[config.mk]
export PLATFORM = sky130hd
export DESIGN_NAME = food_unit
export DESIGN_NICKNAME = d
export VERILOG_FILES = /design/src/rtl/snake_pkg.sv /design/src/rtl/food_lfsr.sv /design/src/rtl/food_unit.sv
export SDC_FILE = /design/constraint.sdc
export NUM_CORES = 1
export LEC_CHECK = 0
export ABC_CLOCK_PERIOD_IN_PS = 4650
export BUFFER_PORTS_ARGS = -buffer_cell sky130_fd_sc_hd__buf_2
export CAP_MARGIN = 20
export CORE_ASPECT_RATIO = 1.2
export CORE_MARGIN = 2
export CORE_UTILIZATION = 47
export CTS_CLUSTER_SIZE = 20
export DETAILED_ROUTE_END_ITERATION = 10
export PLACE_DENSITY = 0.79
export SLEW_MARGIN = 20
export SYNTH_ARGS = -nofsm -noshare
export SYNTH_HDL_FRONTEND = slang
export SYNTH_HIERARCHICAL = 1
export SYNTH_SLANG_ARGS = --single-unit
[constraint.sdc]
create_clock -name clk -period 4.65 [get_ports clk]
set_clock_uncertainty 0.15 [all_clocks]
set_input_delay 0.465 -clock clk [delete_from_list [all_inputs] [get_ports clk]]
set_output_delay 0.465 -clock clk [all_outputs]
set_load 0.01 [all_outputs]
[src/rtl/snake_pkg.sv]
// Shared constants and types for the snake game datapath.
// Holds the default grid geometry, coordinate widths, out-of-bounds coordinate codes,
// the food placement state encoding and the food LFSR tap mask.
package snake_pkg;

  localparam int unsigned GRID_W = 64;
  localparam int unsigned GRID_H = 48;

  localparam int unsigned X_W = 7;
  localparam int unsigned Y_W = 6;

  // Coordinates that can never name a grid cell.
  localparam logic [X_W-1:0] X_OOB     = 7'd64;
  localparam logic [X_W-1:0] X_OOB_MAX = 7'd127;
  localparam logic [Y_W-1:0] Y_OOB     = 6'd48;
  localparam logic [Y_W-1:0] Y_OOB_MAX = 6'd63;

  localparam logic [15:0] LFSR_TAPS = 16'hB400;

  typedef enum logic [1:0] {
    PICK,
    CHECK,
    ACTIVE
  } food_state_e;

endpackage

[src/rtl/food_lfsr.sv]
// Seedable 16-bit Galois LFSR, right shift, taps from snake_pkg::LFSR_TAPS.
// Ports:
//   clk        system clock
//   reset      asynchronous active-high reset, loads SEED
//   advance    step the register to next_value on this edge
//   value      current register contents
//   next_value value the register takes on the next advancing edge
module food_lfsr #(
  parameter logic [15:0] SEED = 16'hACE1
) (
  input  logic        clk,
  input  logic        reset,
  input  logic        advance,
  output logic [15:0] value,
  output logic [15:0] next_value
);
  import snake_pkg::*;

  always_comb begin
    next_value = {1'b0, value[15:1]} ^ (value[0] ? LFSR_TAPS : 16'h0000);
  end

  always_ff @(posedge clk or posedge reset) begin
    if (reset) begin
      value <= SEED;
    end else if (advance) begin
      value <= next_value;
    end
  end

endmodule

[src/rtl/food_unit.sv]
// Food placement and eating logic for the snake game.
// Picks pseudo-random candidate cells, asks the top level whether the snake occupies
// each one, places the food on the first free cell, then watches the head on every
// move tick. Eating raises grow until the following tick and bumps a saturating score.
// Optional feature macro FOOD_SCAN_EN: after MAX_TRIES consecutive rejected candidates,
// candidates advance in raster order from the last one until a free cell is found.
// Ports:
//   clk, reset                 system clock, asynchronous active-high reset
//   tick                       one-cycle strobe per snake move
//   respawn                    synchronous game restart
//   head_x, head_y             snake head cell
//   cand_valid, cand_x, cand_y candidate cell offered for the occupancy query
//   cand_ack, cand_hit         query answer; cand_hit means the cell is occupied
//   food_valid, food_x, food_y placed food cell
//   grow                       segment request to the snake datapath
//   score                      foods eaten, saturating
module food_unit #(
  parameter int unsigned GRID_W    = snake_pkg::GRID_W,
  parameter int unsigned GRID_H    = snake_pkg::GRID_H,
  parameter logic [15:0] LFSR_SEED = 16'hACE1,
  parameter int unsigned SCORE_W   = 10,
  parameter int unsigned MAX_TRIES = 16
) (
  input  logic               clk,
  input  logic               reset,
  input  logic               tick,
  input  logic               respawn,
  input  logic [6:0]         head_x,
  input  logic [5:0]         head_y,
  output logic               cand_valid,
  output logic [6:0]         cand_x,
  output logic [5:0]         cand_y,
  input  logic               cand_ack,
  input  logic               cand_hit,
  output logic               food_valid,
  output logic [6:0]         food_x,
  output logic [5:0]         food_y,
  output logic               grow,
  output logic [SCORE_W-1:0] score
);
  import snake_pkg::*;

  if (LFSR_SEED == 16'h0000 || GRID_H > 64 || GRID_W > 64 || MAX_TRIES == 0 ||
      (GRID_W & (GRID_W - 1)) != 0) begin : g_bad_params
    $error("food_unit: illegal parameter combination");
  end

  food_state_e state;

  logic [15:0] lfsr_value;
  logic [15:0] lfsr_next;
  logic        lfsr_advance;
  logic [X_W-1:0] pick_x;
  logic [Y_W-1:0] pick_y;
  logic        pick_ok;
  logic        scan_mode;
  logic [X_W-1:0] scan_x;
  logic [Y_W-1:0] scan_y;
  logic        eat;

  // Register state and the top LFSR bits are not needed for cell selection.
  logic [19:0] lfsr_unused;
  assign lfsr_unused = {lfsr_value, lfsr_next[15:12]};

  // A respawn cycle replaces the PICK step, so the LFSR holds then.
  assign lfsr_advance = (state == PICK) && !respawn && !scan_mode;

  food_lfsr #(
    .SEED (LFSR_SEED)
  ) u_lfsr (
    .clk        (clk),
    .reset      (reset),
    .advance    (lfsr_advance),
    .value      (lfsr_value),
    .next_value (lfsr_next)
  );

  assign pick_x  = {1'b0, lfsr_next[5:0]};
  assign pick_y  = lfsr_next[11:6];
  assign pick_ok = (32'(pick_x) < GRID_W) && (32'(pick_y) < GRID_H);

  assign eat = (state == ACTIVE) && tick && (head_x == food_x) && (head_y == food_y);

`ifdef FOOD_SCAN_EN
  localparam int unsigned TRIES_W = $clog2(MAX_TRIES + 1);

  logic [TRIES_W-1:0] tries;

  // Saturates at MAX_TRIES so scanning persists until a placement clears it.
  assign scan_mode = (32'(tries) >= MAX_TRIES);

  always_ff @(posedge clk or posedge reset) begin
    if (reset) begin
      tries <= '0;
    end else if (respawn) begin
      tries <= '0;
    end else if (state == CHECK && cand_ack) begin
      if (!cand_hit) begin
        tries <= '0;
      end else if (!scan_mode) begin
        tries <= tries + 1'b1;
      end
    end
  end

  // Next cell in raster order, wrapping at the grid edges.
  always_comb begin
    scan_x = cand_x + 1'b1;
    scan_y = cand_y;
    if (cand_x == X_W'(GRID_W - 1)) begin
      scan_x = '0;
      scan_y = (cand_y == Y_W'(GRID_H - 1)) ? '0 : cand_y + 1'b1;
    end
  end
`else
  assign scan_mode = 1'b0;
  assign scan_x    = cand_x;
  assign scan_y    = cand_y;
`endif

  always_ff @(posedge clk or posedge reset) begin
    if (reset) begin
      state      <= PICK;
      cand_valid <= 1'b0;
      cand_x     <= '0;
      cand_y     <= '0;
      food_valid <= 1'b0;
      food_x     <= '0;
      food_y     <= '0;
      grow       <= 1'b0;
      score      <= '0;
    end else if (respawn) begin
      state      <= PICK;
      cand_valid <= 1'b0;
      food_valid <= 1'b0;
      grow       <= 1'b0;
      score      <= '0;
    end else begin
      // grow is held across one full move so the consumer samples it exactly once.
      if (grow && tick) begin
        grow <= 1'b0;
      end
      unique case (state)
        PICK: begin
          if (scan_mode) begin
            cand_x     <= scan_x;
            cand_y     <= scan_y;
            cand_valid <= 1'b1;
            state      <= CHECK;
          end else if (pick_ok) begin
            cand_x     <= pick_x;
            cand_y     <= pick_y;
            cand_valid <= 1'b1;
            state      <= CHECK;
          end
        end
        CHECK: begin
          if (cand_ack) begin
            cand_valid <= 1'b0;
            if (cand_hit) begin
              state <= PICK;
            end else begin
              food_x     <= cand_x;
              food_y     <= cand_y;
              food_valid <= 1'b1;
              state      <= ACTIVE;
            end
          end
        end
        ACTIVE: begin
          if (eat) begin
            food_valid <= 1'b0;
            grow       <= 1'b1;
            if (score != '1) begin
              score <= score + 1'b1;
            end
            state <= PICK;
          end
        end
        default: state <= PICK;
      endcase
    end
  end

endmodule

==> tab_implementation.tex <==
\begin{tabular}{lr}
\hline
Metric & Value \\
\hline
\multicolumn{2}{l}{\textbf{Run status}} \\
\quad Status & complete, no violations \\
\multicolumn{2}{l}{\textbf{GRT}} \\
\quad Maximum number of pins on one net before global-route repair & 40 \\
\quad Via count of the first global-routing pass & 1657 \\
\quad Wire length of the first global-routing pass & 8090 um \\
\quad GRT Total Usage & 17.4\% \\
\quad Final global-route overflow total & 0 \\
\quad Initial antenna violation count & 0 \\
\multicolumn{2}{l}{\textbf{Place}} \\
\quad Port buffer count & 55 \\
\quad Placement Setup Slack & 2.09 ns \\
\quad Routability congestion estimate & 0.781 \\
\quad Post-DP HPWL & 3580 um \\
\quad Area post-placement & 2830 um2 \\
\multicolumn{2}{l}{\textbf{Synthesis}} \\
\quad Synthesized instance count & 194 \\
\quad Post-synthesis instance area & 2510 um2 \\
\quad Synthesized area per cell & 12.9 um2 \\
\quad YS warnings & 6 \\
\multicolumn{2}{l}{\textbf{STA}} \\
\quad Measured slew at the worst slew-check pin & 1.05 ns \\
\quad Pins Over Slew Limit & 0 \\
\quad Final Hold Violating Endpoints & 0 \\
\quad Unrepaired setup endpoints after global routing & no \\
\quad Worst-case hold slack & 0.0622 ns \\
\quad Final Cycle Share & 53.1\% \\
\quad Worst relative slew slack & 29.6\% \\
\quad Final critical-path required period & 2.47 ns \\
\quad Sum Neg Setup Slack & 0 ns \\
\quad Worst setup margin & 2.18 ns \\
\quad Setup Viol. Count Final & 0 \\
\quad Peak Freq & 405 MHz \\
\multicolumn{2}{l}{\textbf{Worst setup path}} \\
\quad Launch instance of the worst register-to-register path & state[1] \\
\quad Highest cell delay on the worst timing path & 0.81 ns \\
\quad Maximum net fanout on the critical path & 12 \\
\quad Sequence of cells on the critical path & nor4b\_1 -> inv\_1 -> nor2\_1 -> mux2\_2 \\
\quad Worst path bufs/invs & 1 \\
\quad Element type at the critical path start & flip-flop \\
\quad Setup Crit Path Kind & reg -> reg \\
\quad Required time of the critical path & 4.69 ns \\
\quad Cell type of the slowest stage on the worst timing path & sky130\_fd\_sc\_hd\_\_nor2\_1 \\
\quad WP data arrival & 2.51 ns \\
\quad Cell family contributing the most delay on the critical path & simple AND/OR/NAND/NOR gates \\
\quad Launching element of the worst setup path & state[1] \\
\quad R2R setup slack & 2.18 ns \\
\quad Kind of end point of the critical path & flip-flop \\
\multicolumn{2}{l}{\textbf{Clocking}} \\
\quad CTS clock-pin slew for the worst setup and hold paths & 0.10 ns \\
\quad Cell chosen for the clock root & sky130\_fd\_sc\_hd\_\_clkbuf\_8 \\
\quad Setup Buffers After CTS & 0 \\
\quad Worst-Skew Late Latency & 0.31 ns \\
\quad PostCTS Resize Cnt & 0 \\
\quad Clock sink count & 55 \\
\quad CTS Hold Buffers Added & 0 \\
\quad Level count of the clock H-tree & 2 \\
\quad CTS tree & yes \\
\quad TritonCTS Buffers & 5 \\
\quad Maximum buffer depth of the clock tree & 2 \\
\multicolumn{2}{l}{\textbf{Flow run}} \\
\quad Maximum Capacitance Violations & 0 \\
\multicolumn{2}{l}{\textbf{Routing}} \\
\quad Post-detailed-route DRC marker count & 0 \\
\quad Number of nets still failing antenna checks after routing & 0 \\
\quad Detail-routed via count per cell & 5.41 \\
\quad Highest layer used for signal routing & met4 \\
\quad Detailed router's first-iteration violation count & 59 \\
\quad Detailed-route wire length & 4810 um \\
\quad Detailed-routing iteration count for the pre-antenna-repair pass & 4 \\
\quad Routed vias & 1700 \\
\quad Met2 wire length & 2340 um \\
\quad Wirelength per Cell & 15.3 um \\
\quad Detail Route met3 WL & 233 um \\
\quad Met1 wire length & 2160 um \\
\multicolumn{2}{l}{\textbf{Pwr}} \\
\quad VDD IR-drop max & 210 uV \\
\quad Total power consumption of the routed design & 0.897 mW \\
\quad Power per standard cell area & 306 nW/um2 \\
\quad Leak pwr & 1.52 nW \\
\multicolumn{2}{l}{\textbf{Floorplan}} \\
\quad Initial standard-cell utilization of the core & 48.1\% \\
\quad IO Pins & 58 \\
\quad Die Span X & 70.7 um \\
\quad Core outline area & 5230 um2 \\
\quad Full die area & 5950 um2 \\
\quad Number of core rows & 29 \\
\quad Die Span Y & 84.1 um \\
\multicolumn{2}{l}{\textbf{Layout}} \\
\quad Layout cell share with drive strength beyond 1 & 46.0\% \\
\quad Total inserted antenna cells & 0 \\
\quad Layout Nets & 271 \\
\quad Layout area overhead & 16.9\% \\
\quad Area of all placed cells without fillers & 2940 um2 \\
\multicolumn{2}{l}{\textbf{Hold path}} \\
\quad Path type of the worst min-delay path & in -> async \\
\hline
\end{tabular}
[cells in the final DEF, fill, tap and decap left out, drive strengths merged, types with 2 or more instances in the layout]
cell,instances
a21oi,8
a311oi,5
a31oi,5
and2,4
and3,6
buf,56
clkbuf,6
conb,2
dfrtp,47
dfstp,8
inv,7
mux2,40
nand2,7
nand3,2
nand4,2
nor2,11
nor2b,3
xnor2,12
xor2,3
[final timing paths]
check | end | cells after the start
worst min-delay path | u_lfsr/value[12] | 2
worst min register to register | food_y[0] | 1
worst max-delay path | food_y[4] | 4
max in group asynchronous | score[7] | 3
min in group clk | state[0] | 2
worst max register to register | food_y[4] | 4
[routing by layer]
metal | track usage, % | vias up
met2 | 28.5 | 46
met4 | 6.17 | 0
met5 | 0 | -
met1 | 22.8 | 844
met3 | 3.62 | 7
li1 | - | 803
[layout make-up]
type / count / area [um2]
timing repair buffer: 56 / 283
clock inverter: 2 / 37.5
inverter: 7 / 26.3
tap: 62 / 77.6
multi-input combinational: 126 / 1050
sequential: 55 / 1390
fill: 447 / 2290
clock buffer: 6 / 72.6
[sequential cells by signal (all words and copies together) (netlist names), 2 cells and up]
signal and flops:
u_lfsr/value 16, score 10, cand_x 6, cand_y 6, food_x 6, food_y 6
state 2
[metrics by stage]
| step | utilization (%) | std cells |
|---|---|---|
| CTS | 56.2 | 314 |
| global placement | 54.1 | 306 |
| floorplan | - | 195 |
| finish | 56.2 | 314 |
| global route | 56.2 | 314 |
| detailed placement | 54.1 | 306 |
[where the power goes]
group | leakage, nW | total [mW] | switching, mW | internal, mW
clock | 0.0514 | 0.315 | 0.154 | 0.161
sequential | 0.729 | 0.502 | 0.0123 | 0.489
combinational | 0.735 | 0.0813 | 0.0455 | 0.0358
total | 1.52 | 0.897 | 0.212 | 0.686
(Power assumes the default switching activity.)
